### src/rtl/spi_ram_pkg.sv
// Shared types for the SPI RAM slave: command and FSM state encodings
// plus the address-width helper used by the top and the RAM.
package spi_ram_pkg;

    typedef enum logic [1:0] {
        CMD_WR_ADDR = 2'b00,
        CMD_WR_DATA = 2'b01,
        CMD_RD_ADDR = 2'b10,
        CMD_RD_DATA = 2'b11
    } cmd_e;

    typedef enum logic [2:0] {
        ST_IDLE,
        ST_RX,
        ST_EXEC,
        ST_TX,
        ST_DONE
    } state_e;

    // Address width for a memory of the given depth, never below one bit.
    function automatic int addr_width(input int depth);
        return (depth > 1) ? $clog2(depth) : 1;
    endfunction

endpackage

### src/rtl/spi_ram_mem.sv
// Single-port synchronous RAM, W x MEM_DEPTH, one-cycle read latency.
// Writes outside the array are dropped; reads outside it return zero.
module spi_ram_mem
    import spi_ram_pkg::*;
#(
    parameter int W         = 8,
    parameter int MEM_DEPTH = 256,
    parameter int ADDR_W    = addr_width(MEM_DEPTH)
) (
    input  logic              clk,
    input  logic              we,
    input  logic [ADDR_W-1:0] addr,
    input  logic [W-1:0]      wdata,
    output logic [W-1:0]      rdata
);

    localparam logic [ADDR_W:0] DEPTH_L = (ADDR_W + 1)'(MEM_DEPTH);

    logic [W-1:0] mem [MEM_DEPTH];
    logic [W-1:0] rdata_q;
    logic         in_range;

    assign in_range = ({1'b0, addr} < DEPTH_L);
    assign rdata    = rdata_q;

    // Registered write and read of the single shared address port.
    // NOTE: the array is deliberately not reset; only control state clears.
    always_ff @(posedge clk) begin
        if (we && in_range) begin
            mem[addr] <= wdata;
        end
        rdata_q <= in_range ? mem[addr] : '0;
    end

endmodule

### src/rtl/spi_ram_slave.sv
// SPI-style RAM slave clocked directly by the serial bit clock.
// Frame: 2-bit command then W payload bits, MSB first, while ss_n is low.
// Optional feature: define SPI_RAM_AUTOINC_EN to post-increment wr_addr
// after each data write and rd_addr after each data read.
module spi_ram_slave
    import spi_ram_pkg::*;
#(
    parameter int W         = 8,
    parameter int MEM_DEPTH = 256
) (
    input  logic clk,
    input  logic rst,
    input  logic ss_n,
    input  logic mosi,
    output logic miso,
    output logic busy
);

    localparam int ADDR_W     = addr_width(MEM_DEPTH);
    localparam int FRAME_BITS = W + 2;
    localparam int CNT_W      = $clog2(FRAME_BITS + 1);

    localparam logic [ADDR_W-1:0] LAST_ADDR = ADDR_W'(MEM_DEPTH - 1);
    localparam logic [CNT_W-1:0]  LAST_RX   = CNT_W'(FRAME_BITS - 1);
    localparam logic [CNT_W-1:0]  TX_BITS   = CNT_W'(W);

`ifdef SPI_RAM_AUTOINC_EN
    localparam bit AUTOINC = 1'b1;
`else
    localparam bit AUTOINC = 1'b0;
`endif

    state_e                state_q, state_d;
    logic [FRAME_BITS-1:0] rx_q, rx_d;
    logic [W-1:0]          tx_q, tx_d;
    logic [CNT_W-1:0]      cnt_q, cnt_d;
    logic [ADDR_W-1:0]     wr_addr_q, wr_addr_d;
    logic [ADDR_W-1:0]     rd_addr_q, rd_addr_d;
    logic                  miso_q, miso_d;
    logic                  busy_q, busy_d;

    cmd_e                  cmd;
    logic [W-1:0]          payload;
    logic                  mem_we;
    logic [ADDR_W-1:0]     mem_addr;
    logic [W-1:0]          mem_rdata;

    assign cmd     = cmd_e'(rx_q[FRAME_BITS-1:W]);
    assign payload = rx_q[W-1:0];
    assign miso    = miso_q;
    assign busy    = busy_q;

    function automatic logic [ADDR_W-1:0] next_addr(input logic [ADDR_W-1:0] a);
        return (a == LAST_ADDR) ? '0 : a + 1'b1;
    endfunction

    spi_ram_mem #(
        .W         (W),
        .MEM_DEPTH (MEM_DEPTH),
        .ADDR_W    (ADDR_W)
    ) u_mem (
        .clk   (clk),
        .we    (mem_we),
        .addr  (mem_addr),
        .wdata (payload),
        .rdata (mem_rdata)
    );

    // Next-state, datapath and memory-port decode for the frame FSM.
    always_comb begin
        // NOTE: every _d starts from its hold value so no path leaves a latch.
        state_d   = state_q;
        rx_d      = rx_q;
        tx_d      = tx_q;
        cnt_d     = cnt_q;
        wr_addr_d = wr_addr_q;
        rd_addr_d = rd_addr_q;
        miso_d    = 1'b0;
        mem_we    = 1'b0;
        // The read port tracks rd_addr so the word is ready at the EXEC edge.
        mem_addr  = rd_addr_q;

        unique case (state_q)
            ST_IDLE: begin
                if (!ss_n) begin
                    rx_d    = '0;
                    rx_d[0] = mosi;
                    cnt_d   = CNT_W'(1);
                    state_d = ST_RX;
                end
            end

            ST_RX: begin
                if (ss_n) begin
                    rx_d    = '0;
                    cnt_d   = '0;
                    state_d = ST_IDLE;
                end else begin
                    rx_d = {rx_q[FRAME_BITS-2:0], mosi};
                    if (cnt_q == LAST_RX) begin
                        cnt_d   = '0;
                        state_d = ST_EXEC;
                    end else begin
                        cnt_d = cnt_q + 1'b1;
                    end
                end
            end

            ST_EXEC: begin
                state_d = ST_DONE;
                unique case (cmd)
                    CMD_WR_ADDR: wr_addr_d = payload[ADDR_W-1:0];
                    CMD_WR_DATA: begin
                        mem_we   = !rst;
                        mem_addr = wr_addr_q;
                        if (AUTOINC) wr_addr_d = next_addr(wr_addr_q);
                    end
                    CMD_RD_ADDR: rd_addr_d = payload[ADDR_W-1:0];
                    CMD_RD_DATA: begin
                        miso_d  = mem_rdata[W-1];
                        tx_d    = mem_rdata << 1;
                        cnt_d   = CNT_W'(1);
                        state_d = ST_TX;
                        if (AUTOINC) rd_addr_d = next_addr(rd_addr_q);
                    end
                endcase
            end

            ST_TX: begin
                if (ss_n) begin
                    tx_d    = '0;
                    cnt_d   = '0;
                    state_d = ST_IDLE;
                end else if (cnt_q == TX_BITS) begin
                    cnt_d   = '0;
                    state_d = ST_DONE;
                end else begin
                    miso_d = tx_q[W-1];
                    tx_d   = tx_q << 1;
                    cnt_d  = cnt_q + 1'b1;
                end
            end

            ST_DONE: begin
                if (ss_n) state_d = ST_IDLE;
            end

            default: state_d = ST_IDLE;
        endcase

        busy_d = (state_d != ST_IDLE);
    end

    // State and output registers; reset wins over any frame in progress.
    always_ff @(posedge clk) begin
        if (rst) begin
            state_q   <= ST_IDLE;
            rx_q      <= '0;
            tx_q      <= '0;
            cnt_q     <= '0;
            wr_addr_q <= '0;
            rd_addr_q <= '0;
            miso_q    <= 1'b0;
            busy_q    <= 1'b0;
        end else begin
            // NOTE: non-blocking so every flop updates from the same pre-edge values.
            state_q   <= state_d;
            rx_q      <= rx_d;
            tx_q      <= tx_d;
            cnt_q     <= cnt_d;
            wr_addr_q <= wr_addr_d;
            rd_addr_q <= rd_addr_d;
            miso_q    <= miso_d;
            busy_q    <= busy_d;
        end
    end

endmodule

### config.mk
export PLATFORM = sky130hd
export DESIGN_NAME = spi_ram_slave
export DESIGN_NICKNAME = d
export VERILOG_FILES = /design/src/rtl/spi_ram_pkg.sv /design/src/rtl/spi_ram_mem.sv /design/src/rtl/spi_ram_slave.sv
export SDC_FILE = /design/constraint.sdc
export NUM_CORES = 2
export LEC_CHECK = 0
export ABC_AREA = 1
export BUFFER_PORTS_ARGS = -buffer_cell sky130_fd_sc_hd__buf_2
export CAP_MARGIN = 5
export CORE_AREA = 2 2 541 543
export DETAILED_ROUTE_END_ITERATION = 10
export DIE_AREA = 0 0 543 545
export PLACE_DENSITY_LB_ADDON = 0.15
export SYNTH_ARGS = -nofsm -noshare
export SYNTH_HDL_FRONTEND = slang
export SYNTH_HIERARCHICAL = 1
export SYNTH_SLANG_ARGS = --single-unit
### constraint.sdc
create_clock -name clk -period 11.3 [get_ports clk]
set_input_delay 0.565 -clock clk [delete_from_list [all_inputs] [get_ports clk]]
set_output_delay 0.565 -clock clk [all_outputs]
set_load 0.005 [all_outputs]
=== After elaboration in Yosys (flattened, before gate mapping) ===
Memory sizes are Yosys's and may differ from the RTL's. A register that Yosys moved wholly into a read port is not among the register bits.
Cells that the tools add are included.

* RAM bits: 2,048
* Memories: 1
* Register bits: 43
* Word-level logic and storage cells: 66
* Input port bits: 4

{| class="wikitable"
|+ Memories
! memory !! words !! width !! rd ports !! clocked after Yosys merged registers in !! wr ports !! line !! source
|-
| u_mem.mem || 256 || 8 || 1 || 1 || 1 || spi_ram_mem.sv:19 || <nowiki>logic [W-1:0] mem [MEM_DEPTH];</nowiki>
|}

* Reduce and logical (&&, ||, !) cells: 12
* Muxes and demuxes: 32
* Equal/unequal tests: 12
* Add/sub/neg operators: 1

{| class="wikitable"
|+ Operators with widths
! cell !! number
|-
| $mux W8 || 5
|-
| $mux W4 || 6
|-
| $mux W3 || 7
|-
| $mux W10 || 2
|-
| $pmux W10 S2 || 1
|-
| $pmux W4 S4 || 1
|-
| $pmux W8 S2 || 1
|-
| $pmux W3 S5 || 1
|-
| $eq A4 B4 Y1 const B || 2
|-
| $mux W1 || 7
|-
| $eq A3 B2 Y1 const B || 2
|-
| $reduce_and A2 Y1 || 3
|-
| $reduce_and A3 Y1 || 2
|-
| $add A4 B1 Y4 const B || 1
|-
| $eq A2 B2 Y1 const B || 2
|-
| $reduce_bool A2 Y1 || 2
|-
| $reduce_bool A4 Y1 || 1
|-
| $eq A3 B1 Y1 const B || 1
|-
| $eq A3 B3 Y1 const B || 1
|-
| $logic_not A3 Y1 || 1
|-
| $ne A3 B3 Y1 const B || 1
|-
| $reduce_bool A3 Y1 || 1
|-
| $eq A2 B1 Y1 const B || 1
|-
| $logic_not A2 Y1 || 1
|-
| 4 further kinds || 4
|}

=== Logic depth before layout (Yosys ltp) ===
* Depth in word-level cells: 5
* Gate-level depth with buffers: 21
* Depth with buffers taken out: 19

=== By module ===
Netlist, hierarchy kept.

{| class="wikitable"
|+ By module, submodules not included
! module !! seq. area each (µm²) !! times used !! area an instance (µm²) !! cells an instance
|-
| spi_ram_mem || 61,659.1 || 1 || 84,856.4 || 8,021
|-
| spi_ram_slave || 840.8 || 1 || 1,908.1 || 282
|}

=== Worst setup path before layout ===
OpenSTA, ideal clock, no wires.

* Path kind: register -> register
* Start point: register rx_q[0]
* End point: memory u_mem.mem[0][0] (data pin)
* Stages on the path, launching flop included: 1
* Buffers on the path: 0
* Setup slack: 7.000 ns
* Required time: 10.436 ns
* Arrival: 3.436 ns
* Setup time: 0.864 ns
* Cells stage by stage: dfxtp_1

{| class="wikitable"
|+ RTL lines
! what !! line !! source
|-
| from (decl) || spi_ram_slave.sv:34 || <nowiki>logic [FRAME_BITS-1:0] rx_q, rx_d;</nowiki>
|-
| from (signal assigned) || spi_ram_slave.sv:168 || <nowiki>rx_q <= rx_d;</nowiki>
|-
| to (decl) || spi_ram_mem.sv:19 ||
|}

No word-level cell before the write port.

=== Worst setup path in the final report ===
* Start point: register state_q[2]
* End point: register u_mem.rdata_q[6] (netlist: u_mem/rdata[6]) (read register of u_mem.mem)

* Word-level cells in the longest chain between the ends: 2

{| class="wikitable"
|+ RTL lines
! what !! line !! source
|-
| from (decl) || spi_ram_slave.sv:33 || <nowiki>state_e state_q, state_d;</nowiki>
|-
| from (signal assigned) || spi_ram_slave.sv:167 || <nowiki>state_q <= state_d;</nowiki>
|-
| $eq A3 B2 Y1 || spi_ram_slave.sv:83 || <nowiki>unique case (state_q)</nowiki>
|-
| $mux W8 || spi_ram_slave.sv:83 ||
|-
| net mem_addr[0] || spi_ram_slave.sv:45 || <nowiki>logic [ADDR_W-1:0] mem_addr;</nowiki>
|-
| to (decl) || spi_ram_mem.sv:20 || <nowiki>logic [W-1:0] rdata_q;</nowiki>
|}

The timed path passes the listed nets, and every way through them passes these cells.
A chain may end at the register's enable or synchronous reset.

==> metrics <==
setup TNS 0 ns; share of the cycle needed by the critical path after routing 0.547; post-synthesis sequential area ratio 0.720; largest net degree at the start of global routing 170; Worst-Skew Late Latency 0.93 ns; mapped cell area 86,800 um^2; RSZ-0062 raised after global routing no; nets 8,224; Top FF cell, synth edfxtp_1; clock slew at reported path FFs around 0.060 ns; Die Wd 543 um; DR DRC count 0; outcome finished, final reports clean; die height 545 um; initial antenna violation count 12; HPWL Detailed 156 mm; number of CTS-inserted buffers 235; Initial Utilization 0.299; Clock Sink Count 2,098; placed insts around 12,000; initial drt markers 4,998; fraction of layout cells with a size suffix above 1 0.0530; async set or reset register ratio after synthesis 0; start point of the critical path state_q[2]; Worst EP required about 12 ns; Startpoint Class flip-flop; Total Routing Usage GR 0.181; number of global-route vias before repair 56,300; maximum clock insertion buffer count 4; Static Leak roughly 38 nW; post-synthesis cell count 8,303; Worst setup EP type flip-flop; DRT Pass-1 Iters 6; port buffer count 5; I/O pins 6; global-route wire length before repair 397 mm; std cell rows 198; Layout Skew between 0.1 and 0.15 ns; relative slew slack 0.239; level count of the clock H-tree 4; Max Slew Vio Count 0; cts repair resizes 0; Routed wire per std cell 22.1 um; Final WS setup a little over 5 ns; crit-path max FO 92; root buffer cell clkbuf_16; power per cell area 160 nW/um^2; Synthesized Nets 8,310; Hold Vio Cnt, Final 0; Worst R2R Start state_q[2]; arrival time worst endpoint 7.02 ns; # setup viols final 0; post-CTS setup repair buffer count 0; commonest non-fill, non-tap cell in the layout nand2_1; Final ANT Viol Nets 0; core box area 290,000 um^2; cts hold-fix bufs 3; Post-synth EDFFs 2,048; vias 57,800; area grow syn2layout 12.8%; Via-to-Cell Ratio 4.70; max_cap viols 0; critical path class reg -> reg; worst hold start ss_n; register bit total from synthesis 2,098; maximum VDD drop 148 uV; yosys synthesis warning count 6; Synth cell types 25; grt ovf 0; worst hold margin 0.0715 ns; Die ar. 296,000 um^2; commonest non-fill, non-tap cells in the layout nand2_1 (4,833), edfxtp_1 (2,048), nor2_1 (394), clkbuf_16 (237), nand3_1 (207); Hold Crit Class in -> reg; Worst Tran Pin Value 1.14 ns; final cell count without fillers 12,300; Post-Place Worst Slack 5.10 ns; CTS tree yes; drt total wl around 270 mm; Final Util 0.337; RePlAce Congestion 0.810; post-layout minimum cycle time 6.18 ns; Fmax 0.162 GHz; Synth Area per Inst 10.4 um^2
[worst paths after layout]
path	endpoint	slack, ns	depth (start not counted)
setup / recovery	u_mem/rdata[6]	5.12	23
hold reg to reg	wr_addr_q[3]	0.45	2
hold / removal	rx_q[1]	0.07	4
setup reg to reg	u_mem/rdata[6]	5.12	23
[routing by layer]
layer,GRT usage,part of all wire,wire length (um)
met1,0.260,0.47,127000
met2,0.291,0.46,125000
met3,0.0216,0.051,14000
met4,0.0443,0.021,5790
met5,0,0.000040,11
[registers in the layout (all words and copies together) (netlist names), 3 cells and up]
signal,flops
cnt_q,4
rd_addr_q,8
rx_q,10
state_q,3
tx_q,7
u_mem/mem,2048
u_mem/rdata,8
wr_addr_q,8
[critical path: stages (launching register included)]
cell     delay [ns]
dfxtp_1        0.35
inv_2          0.09
nand2_1        0.08
nor2_4         0.13
nand3_1        0.09
buf_4          0.21
nand2_1        0.12
o21ai_4        0.07
buf_4          0.39
inv_8          0.65
buf_4          0.83
buf_4          0.78
nand2_1        0.10
nand2_1        0.10
nand2_1        0.05
nand2_1        0.08
nand2_1        0.06
nand2_1        0.10
o21ai_0        0.21
nand2_1        0.23
nor2_1         0.10
nor2_1         0.56
nor2_1         0.26
nand2_1        0.12
[stage by stage]
| stage | power [W] | area [um^2] |
|---|---|---|
| 2_1_floorplan | 0.00861 | 86800 |
| 3_3_place_gp | 0.00862 | 90700 |
| 3_5_place_dp | 0.00862 | 90700 |
| 4_1_cts | 0.0159 | 97900 |
| 5_1_grt | 0.0161 | 97900 |
| 6_report | 0.0157 | 97900 |
[synthesized netlist by cell type (2+ instances only)]
| cell type | count | area [um^2] |
|---|---|---|
| a21boi_0 | 2 | 15.0 |
| a21oi_1 | 56 | 280 |
| buf_1 | 52 | 195 |
| buf_2 | 184 | 921 |
| buf_4 | 7 | 52.6 |
| buf_6 | 9 | 101 |
| clkbuf_1 | 173 | 649 |
| dfxtp_1 | 50 | 1000 |
| edfxtp_1 | 2048 | 61500 |
| ha_1 | 3 | 37.5 |
| inv_1 | 62 | 233 |
| inv_2 | 3 | 11.3 |
| inv_4 | 2 | 12.5 |
| nand2_1 | 4846 | 18200 |
| nand3_1 | 207 | 1040 |
| nor2_1 | 400 | 1500 |
| nor2_2 | 2 | 12.5 |
| o21ai_0 | 72 | 360 |
| o21ai_1 | 119 | 596 |
[power breakdown]
part	switching, W	leakage [nW]	internal [W]
combinational	0.0000277	15.0	0.00000487
clock	0.00310	3.48	0.00411
sequential	0.00000550	19.9	0.00842
[cell type report]
cell class	instances	area, um^2
well taps	3900	4880
flip-flops and latches	2098	62500
clock inverters	127	961
fillers	29300	192000
inverters	67	285
repair buffers	102	898
multi-input cells	5713	22200
clock buffers	293	6140
diodes	4	10.0
[logic make-up (layout without fill, tap and decap cells)]
family	after synthesis	after routing	synth area share
simple gates	5461	5461	0.240
flops	2098	2098	0.720
buf+inv	492	589	0.0251
compound gates	249	249	0.0144
fa+ha+maj	3	3	0.000433
other cells	0	4	0
Power figures use the tool's default switching activity.
